===== src/rtl/display_pkg.sv =====
// Shared types and helpers for the multiplexed 7-segment scan controller.
package display_pkg;

  typedef enum logic [1:0] {
    SCAN_BLANK,
    SCAN_ON,
    SCAN_OFF
  } scan_state_t;

  localparam logic [6:0] SEG_BLANK = 7'b0000000;

  // Width that holds (CLK_DIV-BLANK_CYC)*(2^bright_w) plus BLANK_CYC without overflow.
  function automatic int on_len_width(input int clk_div, input int bright_w);
    return $clog2(clk_div + 1) + bright_w + 1;
  endfunction

endpackage


===== src/rtl/bcd_to_7seg.sv =====
// BCD to common-cathode 7-segment decoder, {a,b,c,d,e,f,g} active-high.
module bcd_to_7seg
  import display_pkg::*;
(
  input  logic [3:0] bcd,
  input  logic       en,
  output logic [6:0] seg
);

  always_comb begin
    seg = SEG_BLANK;
    if (en) begin
      case (bcd)
        4'd0:    seg = 7'b1111110;
        4'd1:    seg = 7'b0110000;
        4'd2:    seg = 7'b1101101;
        4'd3:    seg = 7'b1111001;
        4'd4:    seg = 7'b0110011;
        4'd5:    seg = 7'b1011011;
        4'd6:    seg = 7'b1011111;
        4'd7:    seg = 7'b1110000;
        4'd8:    seg = 7'b1111111;
        4'd9:    seg = 7'b1111011;
        default: seg = SEG_BLANK;  // A-F render dark
      endcase
    end
  end

endmodule


===== src/rtl/display_scan_ctrl.sv =====
// Scans N_DIGITS digits through one shared decoder with blanking, PWM brightness,
// leading-zero suppression and a frame-synchronous double-buffered digit load.
module display_scan_ctrl
  import display_pkg::*;
#(
  parameter int N_DIGITS  = 4,
  parameter int CLK_DIV   = 256,
  parameter int BLANK_CYC = 8,
  parameter int BRIGHT_W  = 4
) (
  input  logic                  clk,
  input  logic                  reset,
  input  logic [4*N_DIGITS-1:0] digits_in,
  input  logic                  load,
  output logic                  load_ack,
  input  logic                  display_en,
  input  logic                  lz_blank,
  input  logic [BRIGHT_W-1:0]   brightness,
  output logic [6:0]            seg_out,
  output logic [N_DIGITS-1:0]   digit_sel,
  output logic                  frame_start
);

  localparam int CYC_W = (CLK_DIV > 1) ? $clog2(CLK_DIV) : 1;
  localparam int DIG_W = $clog2(N_DIGITS);
  localparam int OL_W  = on_len_width(CLK_DIV, BRIGHT_W);
  localparam int DW    = 4 * N_DIGITS;
  localparam logic [N_DIGITS-1:0] SEL_ONE = {{(N_DIGITS-1){1'b0}}, 1'b1};

  if (CLK_DIV <= BLANK_CYC) begin : g_bad_cfg
    $error("display_scan_ctrl: CLK_DIV must exceed BLANK_CYC");
  end

  logic [CYC_W-1:0]    cyc;
  logic [DIG_W-1:0]    dig;
  logic                cyc_wrap, dig_wrap, boundary;
  logic [BRIGHT_W-1:0] bright_q, bright_eff;
  logic [OL_W-1:0]     on_prod, on_len, cyc_ext;
  scan_state_t         scan_state;
  logic [DW-1:0]       active_buf, pending_buf;
  logic                pending_flag, ack_due;
  logic [N_DIGITS-1:0] lz_blanked;
  logic                zero_above;
  logic [3:0]          cur_bcd;
  logic [6:0]          dec_seg;

  assign cyc_wrap = (cyc == CYC_W'(CLK_DIV - 1));
  assign dig_wrap = (dig == DIG_W'(N_DIGITS - 1));
  assign boundary = cyc_wrap & dig_wrap;

  always_ff @(posedge clk or posedge reset) begin
    if (reset) begin
      cyc      <= '0;
      dig      <= '0;
      bright_q <= '0;
    end else begin
      cyc <= cyc_wrap ? '0 : cyc + 1'b1;
      if (cyc_wrap) dig <= dig_wrap ? '0 : dig + 1'b1;
      if (cyc == '0) bright_q <= brightness;
    end
  end

  // Brightness is taken live on cyc 0 and held for the rest of the slot.
  assign bright_eff = (cyc == '0) ? brightness : bright_q;
  assign on_prod    = OL_W'(CLK_DIV - BLANK_CYC) * (OL_W'(bright_eff) + OL_W'(1));
  assign on_len     = on_prod >> BRIGHT_W;
  assign cyc_ext    = OL_W'(cyc);

  // Slot phase is decoded purely from the slot counter; no separate state register.
  always_comb begin
    scan_state = SCAN_OFF;
    if (cyc_ext < OL_W'(BLANK_CYC))
      scan_state = SCAN_BLANK;
    else if (cyc_ext < OL_W'(BLANK_CYC) + on_len)
      scan_state = SCAN_ON;
  end

  always_comb begin
    lz_blanked = '0;
    zero_above = 1'b1;
    for (int k = N_DIGITS - 1; k >= 1; k--) begin
      zero_above    = zero_above & (active_buf[4*k +: 4] == 4'd0);
      lz_blanked[k] = lz_blank & zero_above;
    end
  end

  assign cur_bcd = active_buf[{dig, 2'b00} +: 4];

  bcd_to_7seg u_dec (
    .bcd (cur_bcd),
    .en  (~lz_blanked[dig]),
    .seg (dec_seg)
  );

  // A load landing on the boundary cycle bypasses the pending buffer.
  always_ff @(posedge clk or posedge reset) begin
    if (reset) begin
      active_buf   <= '0;
      pending_buf  <= '0;
      pending_flag <= 1'b0;
      ack_due      <= 1'b0;
    end else begin
      ack_due <= 1'b0;
      if (boundary) begin
        if (load) begin
          active_buf   <= digits_in;
          pending_flag <= 1'b0;
          ack_due      <= 1'b1;
        end else if (pending_flag) begin
          active_buf   <= pending_buf;
          pending_flag <= 1'b0;
          ack_due      <= 1'b1;
        end
      end else if (load) begin
        pending_buf  <= digits_in;
        pending_flag <= 1'b1;
      end
    end
  end

  always_ff @(posedge clk or posedge reset) begin
    if (reset) begin
      frame_start <= 1'b0;
      load_ack    <= 1'b0;
      digit_sel   <= '0;
      seg_out     <= SEG_BLANK;
    end else begin
      frame_start <= (cyc == '0) && (dig == '0);
      load_ack    <= ack_due;
      if (scan_state == SCAN_ON && display_en) begin
        digit_sel <= SEL_ONE << dig;
        seg_out   <= dec_seg;
      end else begin
        digit_sel <= '0;
        seg_out   <= SEG_BLANK;
      end
    end
  end

endmodule


===== config.mk =====
export PLATFORM = sky130hd
export DESIGN_NAME = display_scan_ctrl
export DESIGN_NICKNAME = d
export VERILOG_FILES = /design/src/rtl/display_pkg.sv /design/src/rtl/bcd_to_7seg.sv /design/src/rtl/display_scan_ctrl.sv
export SDC_FILE = /design/constraint.sdc
export NUM_CORES = 1
export LEC_CHECK = 0
export ABC_AREA = 1
export CAP_MARGIN = 20
export CORE_MARGIN = 2
export CORE_UTILIZATION = 32
export DETAILED_ROUTE_END_ITERATION = 12
export PLACE_DENSITY_LB_ADDON = 0.08
export SYNTH_ARGS = -nofsm -noshare
export SYNTH_HDL_FRONTEND = slang
export SYNTH_HIERARCHICAL = 1
export SYNTH_SLANG_ARGS = --single-unit
export TNS_END_PERCENT = 100

===== constraint.sdc =====
create_clock -name clk -period 6.12 [get_ports clk]
set_clock_uncertainty 0.1 [all_clocks]
set_input_delay 1.836 -clock clk [delete_from_list [all_inputs] [get_ports clk]]
set_output_delay 1.836 -clock clk [all_outputs]
set_load 0.1 [all_outputs]

==> impl_metrics.ini <==
[outcome]
status = completed

[global_route]
overflow = 0
grt_max_degree = 35
antenna_found_initial = 0
track_usage_pct = 14.0
grt_pass1_wl_um = 14200
grt_pass1_vias = 2924

[routing]
routed_wl_um = 8360
dr.first_iter.drc_count = 117
vias = 2949
routedWlPerCell_um = 12.6
dr.pass1.iters = 4
drc = 0
viasPerCell = 4.43
ant_nets = 0

[floorplanning]
die_h_um = 114
core_mm2 = 0.0119
start_util_pct = 32.6
rows = 40
pin_count = 38
fp.dieW_um = 114
die-area_mm2 = 0.0130

[timing]
rsz0062_at_grt = true
setup_viol = 0
fin_crit_sh_pct = 99.4
period_needed_ps = 6080
worst_pin_slew_ps = 977
relSlewSlack_pct = 34.7
finalSetupTns_ps = 0
slew_violations = 0
finalHoldViolCount = 0
fmax_ghz = 0.164
setup_ws_ps = 37.3

[final_layout]
final_area_mm2 = 0.00532
drive_above_1_share_pct = 24.9
num_antenna_cells = 0
num-nets-final = 587
syn2layout_area_growth_pct = 37.0
fillers = 1190

[clock_tree]
clkLatencyLatePin_ps = 330
htreeDepth = 3
clock_path_buffers = 2
clockRootBuffer = clkbuf_16
clkTransAtPathRegs_ps = 50
cts_sinks = 61
cts_buffers = 9
cts_tree = yes

[critical_path]
cp_num_buf_inv = 5
worst_r2r_path_depth = 32
required_ps = 6280
crit_arrival_ps = 6240
path_class = input port to flop
startpoint = brightness[3]
critPathMaxFanout = 6
reg2reg_from = cyc[0]
worstSetupStartpointType = input port
max_stage_delay_ps = 590
crit_family = adder cells
crit_slowest_cell = fa_2
crit_cells = 26
crit_path_end_kind = flop

[hold_path]
min_path_cells = 0
hold_path.class = flop to flop
worstHoldStart = ack_due

[logic_synthesis]
avgSynthCellArea_um2 = 8.93
synth_cell_types = 38
ys_seq_area_share_pct = 39.3
synth_top_cell_by_area = dfrtp_1
synth_top_area_share_pct = 39.3
ys_warn_count = 6
syn-cell-area_mm2 = 0.00388
synth_edf_count = 0
yosys-top-cells-count = nand2_1, inv_1, nor2_1
ys.flop_type = dfrtp_1
async_flop_share_pct = 100
synth_most_common_cell = nand2_1
synthTopCellsByArea = dfrtp_1, ha_1, nand2_1, inv_1, nor2_1
netlist_instances = 435
syn-num-nets = 507
ys_seq_elements = 61

[placed_design]
port_buffers = 37
gp_congestion = 0.841
hpwl_um = 6210
preCtsSetupSlack_ps = -938
place_area_mm2 = 0.00470

[pwr]
p_leak_uw = 0.00260
ir_worst_vdd_mv = 0.175
power_density_mw_per_mm2 = 385

[flow_run]
cap_violations = 0
==> power breakdown <==
group          internal [uW]  total, uW  switching (uW)  leakage, uW
sequential               446        463            16.4     0.000755
combinational            427       1030             604      0.00169
clock                    377        553             176     0.000159
==> layout by cell type, fill, tap and decap left out, types with 3 or more instances in the layout <==
master | Yosys | routed
xnor2_1 | 4 | 3
nor2_2 | 1 | 8
a21oi_1 | 8 | 6
fa_1 | 7 | 6
mux2_4 | 10 | 10
nor2_1 | 62 | 51
o21ai_0 | 19 | 17
nor2_4 | 0 | 4
clkbuf_16 | 0 | 9
nand3_1 | 15 | 12
ha_4 | 0 | 4
buf_4 | 1 | 40
clkdlybuf4s50_1 | 0 | 33
nand3_4 | 0 | 3
xor2_1 | 8 | 6
nand2_4 | 2 | 8
nand2_1 | 75 | 65
a31oi_1 | 14 | 14
mux2_2 | 6 | 6
nand2_2 | 0 | 3
inv_2 | 1 | 4
dfrtp_1 | 61 | 61
ha_1 | 40 | 36
inv_1 | 66 | 61
o22ai_1 | 3 | 3
==> logic make-up (layout without fill, tap and decap cells) <==
family,Yosys count,in the layout,share of synthesized area [%]
simple gates,168,169,18.7
mux,16,16,5.61
flops,61,61,39.3
compound gates,54,54,8.38
buf+inv,77,160,8.80
fa+ha+maj,47,47,16.5
xor+xnor,12,12,2.71
==> worst paths after layout <==
| check | to | slack (ps) |
|---|---|---|
| hold reg to reg | load_ack | 260 |
| setup reg to reg | seg_out[0] | 380 |
| setup / recovery | seg_out[0] | 40 |
| min in group asynchronous | seg_out[0] | 1810 |
| max in group asynchronous | active_buf[3] | 3220 |
| hold / removal | load_ack | 260 |
==> through the flow <==
| step | power [uW] | utilization [%] | hold WS (ps) | instances |
|---|---|---|---|---|
| after global routing | 2200 | 44.7 | 266 | 666 |
| after detailed placement | 1290 | 39.5 | 247 | 637 |
| final | 2050 | 44.7 | 256 | 666 |
| after global placement | 1270 | 39.5 | 237 | 637 |
| after CTS | 2000 | 43.6 | 259 | 664 |
| after floorplan | 1070 | - | 231 | 435 |
==> what timing repair did <==
item	in CTS	in global routing
pin swaps	25	21
resized for setup	31	27
endpoints found under the setup margin	11	11
gates cloned	1	0
buffers inserted	11	2
hold buffers	0	0
==> sequential cells by signal (all words and copies together), names as in the netlist <==
name          count
pending_buf      16
digit_sel         4
active_buf       16
load_ack          1
cyc               8
pending_flag      1
frame_start       1
dig               2
bright_q          4
seg_out           7
ack_due           1
==> worst reg2reg max path: cells and delay by family (launching register included) <==
kind                     cells  cell delay [ps]
adder cells (fa/ha/maj)      8             2600
AO/OA/AOI/OAI                4              560
XOR/XNOR                     3              430
buffers and inverters        7              580
AND/OR/NAND/NOR             10             1020
flip-flops                   1              400
==> per-layer routing <==
| metal | vias to the layer above | share of wire (%) | GRT usage (%) |
|---|---|---|---|
| met3 | 4 | 3.1 | 2.86 |
| met4 | 0 | 0.86 | 5.93 |
| met1 | 1352 | 50 | 19.5 |
| met2 | 42 | 46 | 21.1 |
| li1 | 1551 | - | - |
| met5 | - | 0 | 0 |
==> cell type report <==
class                   count  area [um^2]  share of cell area (%)
repair buffers             78          691                    13.0
clock inverters             3         68.8                    1.29
inverters                  67          259                    4.87
flip-flops and latches     61         1530                    28.7
well taps                 147          184                    3.46
clock buffers              12          256                    4.82
multi-input cells         298         2330                    43.9
Note: power is estimated with default switching activity, not from simulation.
